--- config.mk ---
export PLATFORM = sky130hd
export DESIGN_NAME = bg_restore_sequencer
export DESIGN_NICKNAME = d
export VERILOG_FILES = /design/src/rtl/bg_pkg.sv /design/src/rtl/bg_fetch_pipe.sv /design/src/rtl/bg_restore_sequencer.sv
export SDC_FILE = /design/constraint.sdc
export NUM_CORES = 1
export LEC_CHECK = 0
export BUFFER_PORTS_ARGS = -buffer_cell sky130_fd_sc_hd__buf_2
export CAP_MARGIN = 0
export CORE_ASPECT_RATIO = 1.1
export CORE_UTILIZATION = 42
export CTS_CLUSTER_DIAMETER = 150
export DETAILED_ROUTE_END_ITERATION = 7
export PLACE_DENSITY = 0.76
export SYNTH_ARGS = -nofsm -noshare
export SYNTH_HDL_FRONTEND = slang
export SYNTH_SLANG_ARGS = --single-unit
--- constraint.sdc ---
create_clock -name clock -period 2.6 [get_ports clock]
set_input_delay 0.39 -clock clock [delete_from_list [all_inputs] [get_ports clock]]
set_output_delay 0.39 -clock clock [all_outputs]
set_load 0.05 [all_outputs]
--- src/rtl/bg_pkg.sv ---
// rtl/bg_pkg.sv - shared constants and FSM encoding for the background restore sequencer
package bg_pkg;

  localparam int SCREEN_W    = 320;
  localparam int SCREEN_H    = 240;
  localparam int X_W         = 9;
  localparam int Y_W         = 8;
  localparam int COLOR_W     = 3;
  localparam int RAM_LATENCY = 1;

  typedef enum logic [1:0] {
    ST_IDLE  = 2'd0,
    ST_SCAN  = 2'd1,
    ST_DRAIN = 2'd2,
    ST_DONE  = 2'd3
  } state_t;

endpackage

--- src/rtl/bg_fetch_pipe.sv ---
// rtl/bg_fetch_pipe.sv - (valid,X,Y) delay line matching the background RAM read latency
module bg_fetch_pipe #(
  parameter int DEPTH = 1,
  parameter int X_W   = 9,
  parameter int Y_W   = 8
) (
  input  logic           clock,
  input  logic           resetn,
  input  logic           in_valid,
  input  logic [X_W-1:0] in_x,
  input  logic [Y_W-1:0] in_y,
  output logic           out_valid,
  output logic [X_W-1:0] out_x,
  output logic [Y_W-1:0] out_y
);

  logic [DEPTH-1:0] valid_q;
  logic [X_W-1:0]   x_q [DEPTH];
  logic [Y_W-1:0]   y_q [DEPTH];

  // Shift the issued coordinate tag one stage per clock; stage DEPTH-1 lines up with bg_color.
  always_ff @(posedge clock or negedge resetn) begin
    if (!resetn) begin
      valid_q <= '0;
      for (int i = 0; i < DEPTH; i++) begin
        x_q[i] <= '0;
        y_q[i] <= '0;
      end
    end else begin
      valid_q[0] <= in_valid;
      x_q[0]     <= in_x;
      y_q[0]     <= in_y;
      for (int i = 1; i < DEPTH; i++) begin
        valid_q[i] <= valid_q[i-1];
        x_q[i]     <= x_q[i-1];
        y_q[i]     <= y_q[i-1];
      end
    end
  end

  assign out_valid = valid_q[DEPTH-1];
  assign out_x     = x_q[DEPTH-1];
  assign out_y     = y_q[DEPTH-1];

endmodule

--- src/rtl/bg_restore_sequencer.sv ---
// rtl/bg_restore_sequencer.sv - raster-walks a clipped rectangle, fetches background and replots it
module bg_restore_sequencer #(
  parameter int SCREEN_W    = 320,
  parameter int SCREEN_H    = 240,
  parameter int COLOR_W     = 3,
  parameter int RAM_LATENCY = 1
) (
  input  logic               clock,
  input  logic               resetn,
  input  logic               start,
  input  logic [8:0]         rect_x,
  input  logic [7:0]         rect_y,
  input  logic [8:0]         rect_w,
  input  logic [7:0]         rect_h,
  output logic [8:0]         bg_x,
  output logic [7:0]         bg_y,
  input  logic [COLOR_W-1:0] bg_color,
  output logic [8:0]         vga_x,
  output logic [7:0]         vga_y,
  output logic [COLOR_W-1:0] vga_color,
  output logic               vga_plot,
  output logic               busy,
  output logic               done
);

  import bg_pkg::*;

  localparam logic [9:0] SCREEN_W10 = 10'(SCREEN_W);
  localparam logic [9:0] SCREEN_H10 = 10'(SCREEN_H);
  localparam logic [1:0] LAST_DRAIN = 2'(RAM_LATENCY - 1);

  state_t     state;
  state_t     state_nxt;
  logic [8:0] x_start;
  logic [9:0] x_end;
  logic [9:0] y_end;
  logic [1:0] drain_cnt;

  logic [9:0] x_sum;
  logic [9:0] y_sum;
  logic [9:0] x_end_clip;
  logic [9:0] y_end_clip;
  logic       empty;
  logic       accept;
  logic       last_x;
  logic       last_y;
  logic       issue;

  // Bounds are formed 10 bits wide so a rectangle hanging off the screen edge cannot wrap.
  assign x_sum      = {1'b0, rect_x} + {1'b0, rect_w};
  assign y_sum      = {2'b0, rect_y} + {2'b0, rect_h};
  assign x_end_clip = (x_sum > SCREEN_W10) ? SCREEN_W10 : x_sum;
  assign y_end_clip = (y_sum > SCREEN_H10) ? SCREEN_H10 : y_sum;
  assign empty      = (rect_w == 9'd0) || (rect_h == 8'd0) ||
                      ({1'b0, rect_x} >= SCREEN_W10) || ({2'b0, rect_y} >= SCREEN_H10);
  assign accept     = (state == ST_IDLE) && start;

  assign last_x = (({1'b0, bg_x} + 10'd1) == x_end);
  assign last_y = (({2'b0, bg_y} + 10'd1) == y_end);
  assign issue  = (state == ST_SCAN);

  // FSM state register.
  always_ff @(posedge clock or negedge resetn) begin
    if (!resetn) begin
      state <= ST_IDLE;
    end else begin
      state <= state_nxt;
    end
  end

  // Next-state: empty requests skip straight to DONE; DRAIN waits out the RAM latency.
  always_comb begin
    state_nxt = state;
    case (state)
      ST_IDLE:  if (start) state_nxt = empty ? ST_DONE : ST_SCAN;
      ST_SCAN:  if (last_x && last_y) state_nxt = ST_DRAIN;
      ST_DRAIN: if (drain_cnt == LAST_DRAIN) state_nxt = ST_DONE;
      ST_DONE:  state_nxt = ST_IDLE;
      default:  state_nxt = ST_IDLE;
    endcase
  end

  // Latch the clipped job and step the raster counters; bg_x/bg_y hold once the walk ends.
  always_ff @(posedge clock or negedge resetn) begin
    if (!resetn) begin
      x_start   <= '0;
      x_end     <= '0;
      y_end     <= '0;
      bg_x      <= '0;
      bg_y      <= '0;
      drain_cnt <= '0;
    end else begin
      if (accept && !empty) begin
        x_start <= rect_x;
        x_end   <= x_end_clip;
        y_end   <= y_end_clip;
        bg_x    <= rect_x;
        bg_y    <= rect_y;
      end
      if (state == ST_SCAN) begin
        drain_cnt <= '0;
        if (!last_x) begin
          bg_x <= bg_x + 9'd1;
        end else if (!last_y) begin
          bg_x <= x_start;
          bg_y <= bg_y + 8'd1;
        end
      end else if (state == ST_DRAIN) begin
        drain_cnt <= drain_cnt + 2'd1;
      end
    end
  end

  bg_fetch_pipe #(
    .DEPTH (RAM_LATENCY),
    .X_W   (X_W),
    .Y_W   (Y_W)
  ) u_pipe (
    .clock     (clock),
    .resetn    (resetn),
    .in_valid  (issue),
    .in_x      (bg_x),
    .in_y      (bg_y),
    .out_valid (vga_plot),
    .out_x     (vga_x),
    .out_y     (vga_y)
  );

  // Colour passes straight through from the RAM; forced low between plots so reset reads as zero.
  assign vga_color = vga_plot ? bg_color : '0;
  assign busy      = (state != ST_IDLE);
  assign done      = (state == ST_DONE);

endmodule
## Word-level counts from Yosys, hierarchy flattened

Index checks and enable logic that the tools add are counted.

- Bits in registers: 68
- Bits of input ports: 40
- Output and inout bits: 40
- Word-level logic and storage cells: 61

- Add/sub/neg operators: 7
- $lt $le $gt $ge: 4
- Equality and inequality tests: 8
- Mux-type cells: 18
- Reduce and logical (&&, ||, !) cells: 14

Operators by type and width:

| kind | number |
|---|---|
| two-way mux 9 bit | 5 |
| two-way mux 8 bit | 4 |
| two-way mux 2 bit | 6 |
| adder 9 x 1 -> 10 bit (second input constant) | 1 |
| adder 9 x 9 -> 10 bit | 1 |
| == test 10 bit | 1 |
| == test 9 x 10 -> 1 bit | 1 |
| > comparator 10 x 9 -> 1 bit (second input constant) | 1 |
| two-way mux 10 bit | 1 |
| adder 8 x 1 -> 9 bit (second input constant) | 1 |
| adder 8 x 8 -> 9 bit | 1 |
| adder 9 x 1 -> 9 bit (second input constant) | 1 |
| greater-or-equal comparator 9 bit (second input constant) | 1 |
| > comparator 9 x 8 -> 1 bit (second input constant) | 1 |
| zero test 9 bit | 1 |
| adder 8 x 1 -> 8 bit (second input constant) | 1 |
| greater-or-equal comparator 8 bit (second input constant) | 1 |
| zero test 8 bit | 1 |
| case mux 2 bit (4 select lines) | 1 |
| != test 2 bit (second input constant) | 3 |
| == test 2 bit (second input constant) | 2 |
| zero test 2 bit | 2 |
| nonzero test 2 bit | 2 |
| logical AND 1 bit | 3 |
| other kinds (6) | 8 |

## Logic depth before layout (Yosys ltp)

- Word-level depth: 10
- Mapped depth: 11
- Gate-level depth less buffers: 11

## Cells and area by module

Synthesis repeated with hierarchy kept, for this count alone.

- Cells, all modules: 463
- Area total of the unflattened synthesis: 4,370.4 µm²

By module, submodules not included:

| module | instances | cells each | area each (µm²) | sequential area each (µm²) |
|---|---|---|---|---|
| bg_restore_sequencer | 1 | 445 | 3,920.0 | 1,226.2 |
| bg_fetch_pipe | 1 | 18 | 450.4 | 450.4 |

## Worst setup path after synthesis

OpenSTA, ideal clock, no wires.

- Path type: reg-to-reg
- Start point: register bg_y[0]
- End point: register bg_y[5]
- Setup time: 119 ps
- Data arrival time: 2,759 ps
- Data required time: 2,481 ps
- Slack: -279 ps
- Cell stages (with the launch flop): 11
- Path buffers: 2
- Period minus slack after synthesis: 2,879 ps
- Cell sequence: dfrtp_1 > ha_1 > nand4_1 > or4_1 > a211oi_1 > nor2_1 > o311ai_2 > buf_6 > buf_6 > mux2i_1 > nand2_1

- Cells in the longest elaborated chain, start to end: 5
- Elaborated cells on any way between the ends: 6
- Those cells by class: add/sub (2); eq/ne (1); mux (3)

RTL lines:

| element | RTL line | RTL |
|---|---|---|
| from (decl) | bg_restore_sequencer.sv:16 | `output logic [7:0] bg_y,` |
| from (signal assigned) | bg_restore_sequencer.sv:98 | `bg_y <= rect_y;` |
| from (signal assigned) | bg_restore_sequencer.sv:106 | `bg_y <= bg_y + 8'd1;` |
| adder 8 x 1 -> 9 bit | bg_restore_sequencer.sv:59 | `assign last_y = (({2'b0, bg_y} + 10'd1) == y_end);` |
| == test 9 x 10 -> 1 bit | bg_restore_sequencer.sv:59 |  |
| two-way mux 8 bit (*) | bg_restore_sequencer.sv:104 | `end else if (!last_y) begin` |
| two-way mux 8 bit (*) | bg_restore_sequencer.sv:102 | `if (!last_x) begin` |
| two-way mux 8 bit (*) | bg_restore_sequencer.sv:100 | `if (state == ST_SCAN) begin` |

Every way passes the cells marked *; elsewhere a longest branch is shown, timed or not.
A chain may end at the register's enable or synchronous reset.

## Worst setup path in the final report

- Start point: register bg_y[1]
- End point: register bg_x[2]

- Cells in the longest elaborated chain, start to end: 5

RTL lines:

| element | RTL line | RTL |
|---|---|---|
| adder 8 x 1 -> 9 bit | bg_restore_sequencer.sv:59 |  |
| == test 9 x 10 -> 1 bit | bg_restore_sequencer.sv:59 |  |
| two-way mux 9 bit | bg_restore_sequencer.sv:104 |  |
| two-way mux 9 bit | bg_restore_sequencer.sv:102 |  |
| two-way mux 9 bit | bg_restore_sequencer.sv:100 |  |
| to (signal assigned) | bg_restore_sequencer.sv:97 | `bg_x <= rect_x;` |
| to (signal assigned) | bg_restore_sequencer.sv:103 | `bg_x <= bg_x + 9'd1;` |
| to (signal assigned) | bg_restore_sequencer.sv:105 | `bg_x <= x_start;` |
| to (decl) | bg_restore_sequencer.sv:15 | `output logic [8:0] bg_x,` |

No other way between the ends.

==> results.md <==
- Library cells used by synthesis: 62
- Fillers: 860
- Max_cap viols: 0
- Core area: about 0.0095 mm²
- Worst VDD drop: between 0.0005 and 0.0006 V
- Die width: about 97 µm
- FF-to-FF Start: bg_y[1]
- Via density: 5.68
- Height of the chip: ~110 µm
- Top Ports: 80
- Share of cells above drive strength 1: 29.4%
- CP max FO: 10
- DRT antenna net count: 0
- Critical path capture point type: register
- Area Growth Syn to Fin: 25.1%
- Htree depth: 3
- Async SR Flop Fraction: 100%
- Setup violators final: 0
- DR pass1 iterations: 5
- Worst R2R Setup Slack: roughly 96 ps
- Largest net degree at the start of global routing: 40
- Pleak: 2.45 nW
- Reg area: around 0.0017 mm²
- Setup Total Neg Slack: 0 ps
- Post-route total power: around 0.0068 W
- CTS root buffer: clkbuf_8
- Top cell type's share of synthesized area: 40.2%
- Rows: 37
- Worst path arrival time: 2730 ps
- Starting Density: roughly 44%
- Cell Area, Placed: around 0.0049 mm²
- Vias: around 3800
- RD Place Congestion: roughly 0.94
- Slew @ Worst Pin: about 670 ps
- Sequential area share after synthesis: approximately two fifths
- Slew Viols, Final: 0
- TritonCTS clock tree: done
- Clock skew: around 4.8 ps
- Number of DRC markers in iteration 0: 275
- Core Util, Final: a little over half
- #FFs+latches synth: 67
- Top post-synthesis cells by area: dfrtp_1 (40%), ha_1 (7.5%), nand2_1 (5.8%)
- Clock sink count: 67
- Outcome: complete, no violations
- CP required: between 2000 and 3000 ps
- Port Buffers: 79
- Clock transition at the registers of the reported paths: 70 ps
- Placed cells: between 600 and 700
- Multi-input gate area: 0.00239 mm²
- Mean routed wirelength per cell: between 15 and 20 µm
- Critical path launch point type: register
- Top_reg_cell synth: dfrtp_1
- Longest Clk Path Bufs: 2
- Post-synth EDFFs: 0
- CTS Buf Count: 9
- Cells on worst reg2reg path: 9
- # DRC: 0
- Area leader, netlist: dfrtp_1
- Worst relative slew slack: a little under three fifths
- Commonest non-fill, non-tap cell in the layout: buf_2
- Final hold violation count: 0
- Crit Path Class: register to register
- Crit path time final: between 2000 and 3000 ps
- Latest clock arrival within the worst-skew pair: between 300 and 400 ps
- WL final: around 11 mm
- First-pass GRT wire length: around 18 mm
- Syn Nets: roughly 500
- Synth Cell Area: 0.00417 mm²
- Layout Cells excl Fill: roughly 670
- Crit share post-route: ~96%
- R2r endpoint: bg_x[2]
- Fmax: around 400 MHz
- Initial antenna violation count: 0
- Fin area: 0.00522 mm²
- Post-DP HPWL: a little over 8 mm
- Grt ovf: 0
- Syn_area_per_cell: ~9.4 µm²
- Most frequent cells in the layout: buf_2 (79), nand2_1 (64), dfrtp_1 (53), buf_4 (29)
- Hold_buf cts: 0
- # diodes: 0
- Die area: 0.0103 mm²
- Tightest Hold Check Type: primary input to async pin
- GRT Total Usage: between 20% and 30%
- Post-Synthesis Cells: between 400 and 500
- Nets: 613
- Pwr dens: about 1300 mW/mm²
- Vias in the first global route: 3727
- Synth warn: 0
-- cells by family (layout without fill, tap and decap cells) --
logic type	after synthesis	after routing	synth area share (%)
AND/OR/NAND/NOR	163	163	19.5
buffers and inverters	39	148	4.20
AO/OA/AOI/OAI	100	100	16.8
flip-flops	67	67	40.2
adder cells (fa/ha/maj)	27	27	8.46
multiplexers	11	11	2.85
XOR/XNOR	35	35	8.01
-- synthesized netlist by cell type (all sizes together), types with 2 or more instances --
cell type / n
a211oi: 4
a21bo: 2
a21o: 3
a21oi: 11
a31oi: 6
a32o: 4
a32oi: 10
and2: 7
and3: 4
and4: 2
buf: 13
clkbuf: 5
dfrtp: 67
fa: 2
ha: 25
inv: 21
mux2: 7
mux2i: 4
nand2: 65
nand2b: 5
nand3: 19
nand4: 6
nor2: 23
nor2b: 2
nor3: 10
nor3b: 2
nor4: 3
o211ai: 6
o21a: 4
o21ai: 23
o21bai: 2
o22a: 3
o22ai: 11
o311ai: 2
or3: 6
or4: 4
xnor2: 18
xnor3: 2
xor2: 15
-- cell type report --
class                           instances  area share, %
Timing Repair Buffer                  111           12.7
Clock buffer                            9           2.37
Clock inverter                          7           2.23
Sequential cell                        67           32.5
Multi-Input combinational cell        336           45.8
Tap cell                              117           2.81
Inverter                               21           1.51
-- state kept, by name (all words and copies together), names as in the netlist, 8 cells and up --
signal and count:
bg_y 8, x_start 9, x_end 10, y_end 9
u_pipe.out_x 9, u_pipe.out_y 8, bg_x 9
-- routing by layer --
metal	global-route usage [%]	up-vias	share of wire [%]
met2	35.2	135	49
met5	0	-	0
li1	-	1810	-
met4	11.5	0	2.4
met1	26.8	1827	43
met3	4.08	24	5.5
-- repair_timing --
item	4_1_cts	5_1_grt
buffers inserted	0	5
setup endpoints to repair	0	25
hold endpoints to repair	0	0
resized for setup	0	11
-- critical path: stages (launching register included) --
cell	delay, ps
dfrtp_2	420
ha_4	150
nand4_1	150
or4_1	420
a211oi_1	220
nor2_1	110
or3_1	430
o21ai_2	190
buf_6	190
a32oi_1	110
-- power by group --
part / total (W) / internal [W] / leakage, nW / switching (W)
registers: 0.00198 / 0.00155 / 0.786 / 0.000429
clock network: 0.00104 / 0.000635 / 0.119 / 0.000408
logic: 0.00377 / 0.00136 / 1.54 / 0.00241
-- how the worst max path moves through the flow --
stage	start	endpoint	slack, ps	cells after the start
2_1_floorplan	bg_y[3]	bg_y[5]	-20	10
3_3_place_gp	rect_x[0]	x_end[3]	-120	11
3_5_place_dp	rect_x[0]	x_end[1]	-170	11
4_1_cts	bg_x[0]	bg_x[2]	20	10
5_1_grt	bg_y[1]	bg_x[3]	-10	9
6_report	bg_y[1]	bg_x[2]	100	9
-- through the flow --
step / hold WS [ps] / setup slack (ps)
after CTS: 83.1 / 15.5
after global routing: 106 / -10.1
final: 68.7 / 95.9
after detailed placement: 461 / -168
after floorplan: 94.4 / -23.0
after global placement: 447 / -120
Note: power is estimated with default switching activity, not from simulation.
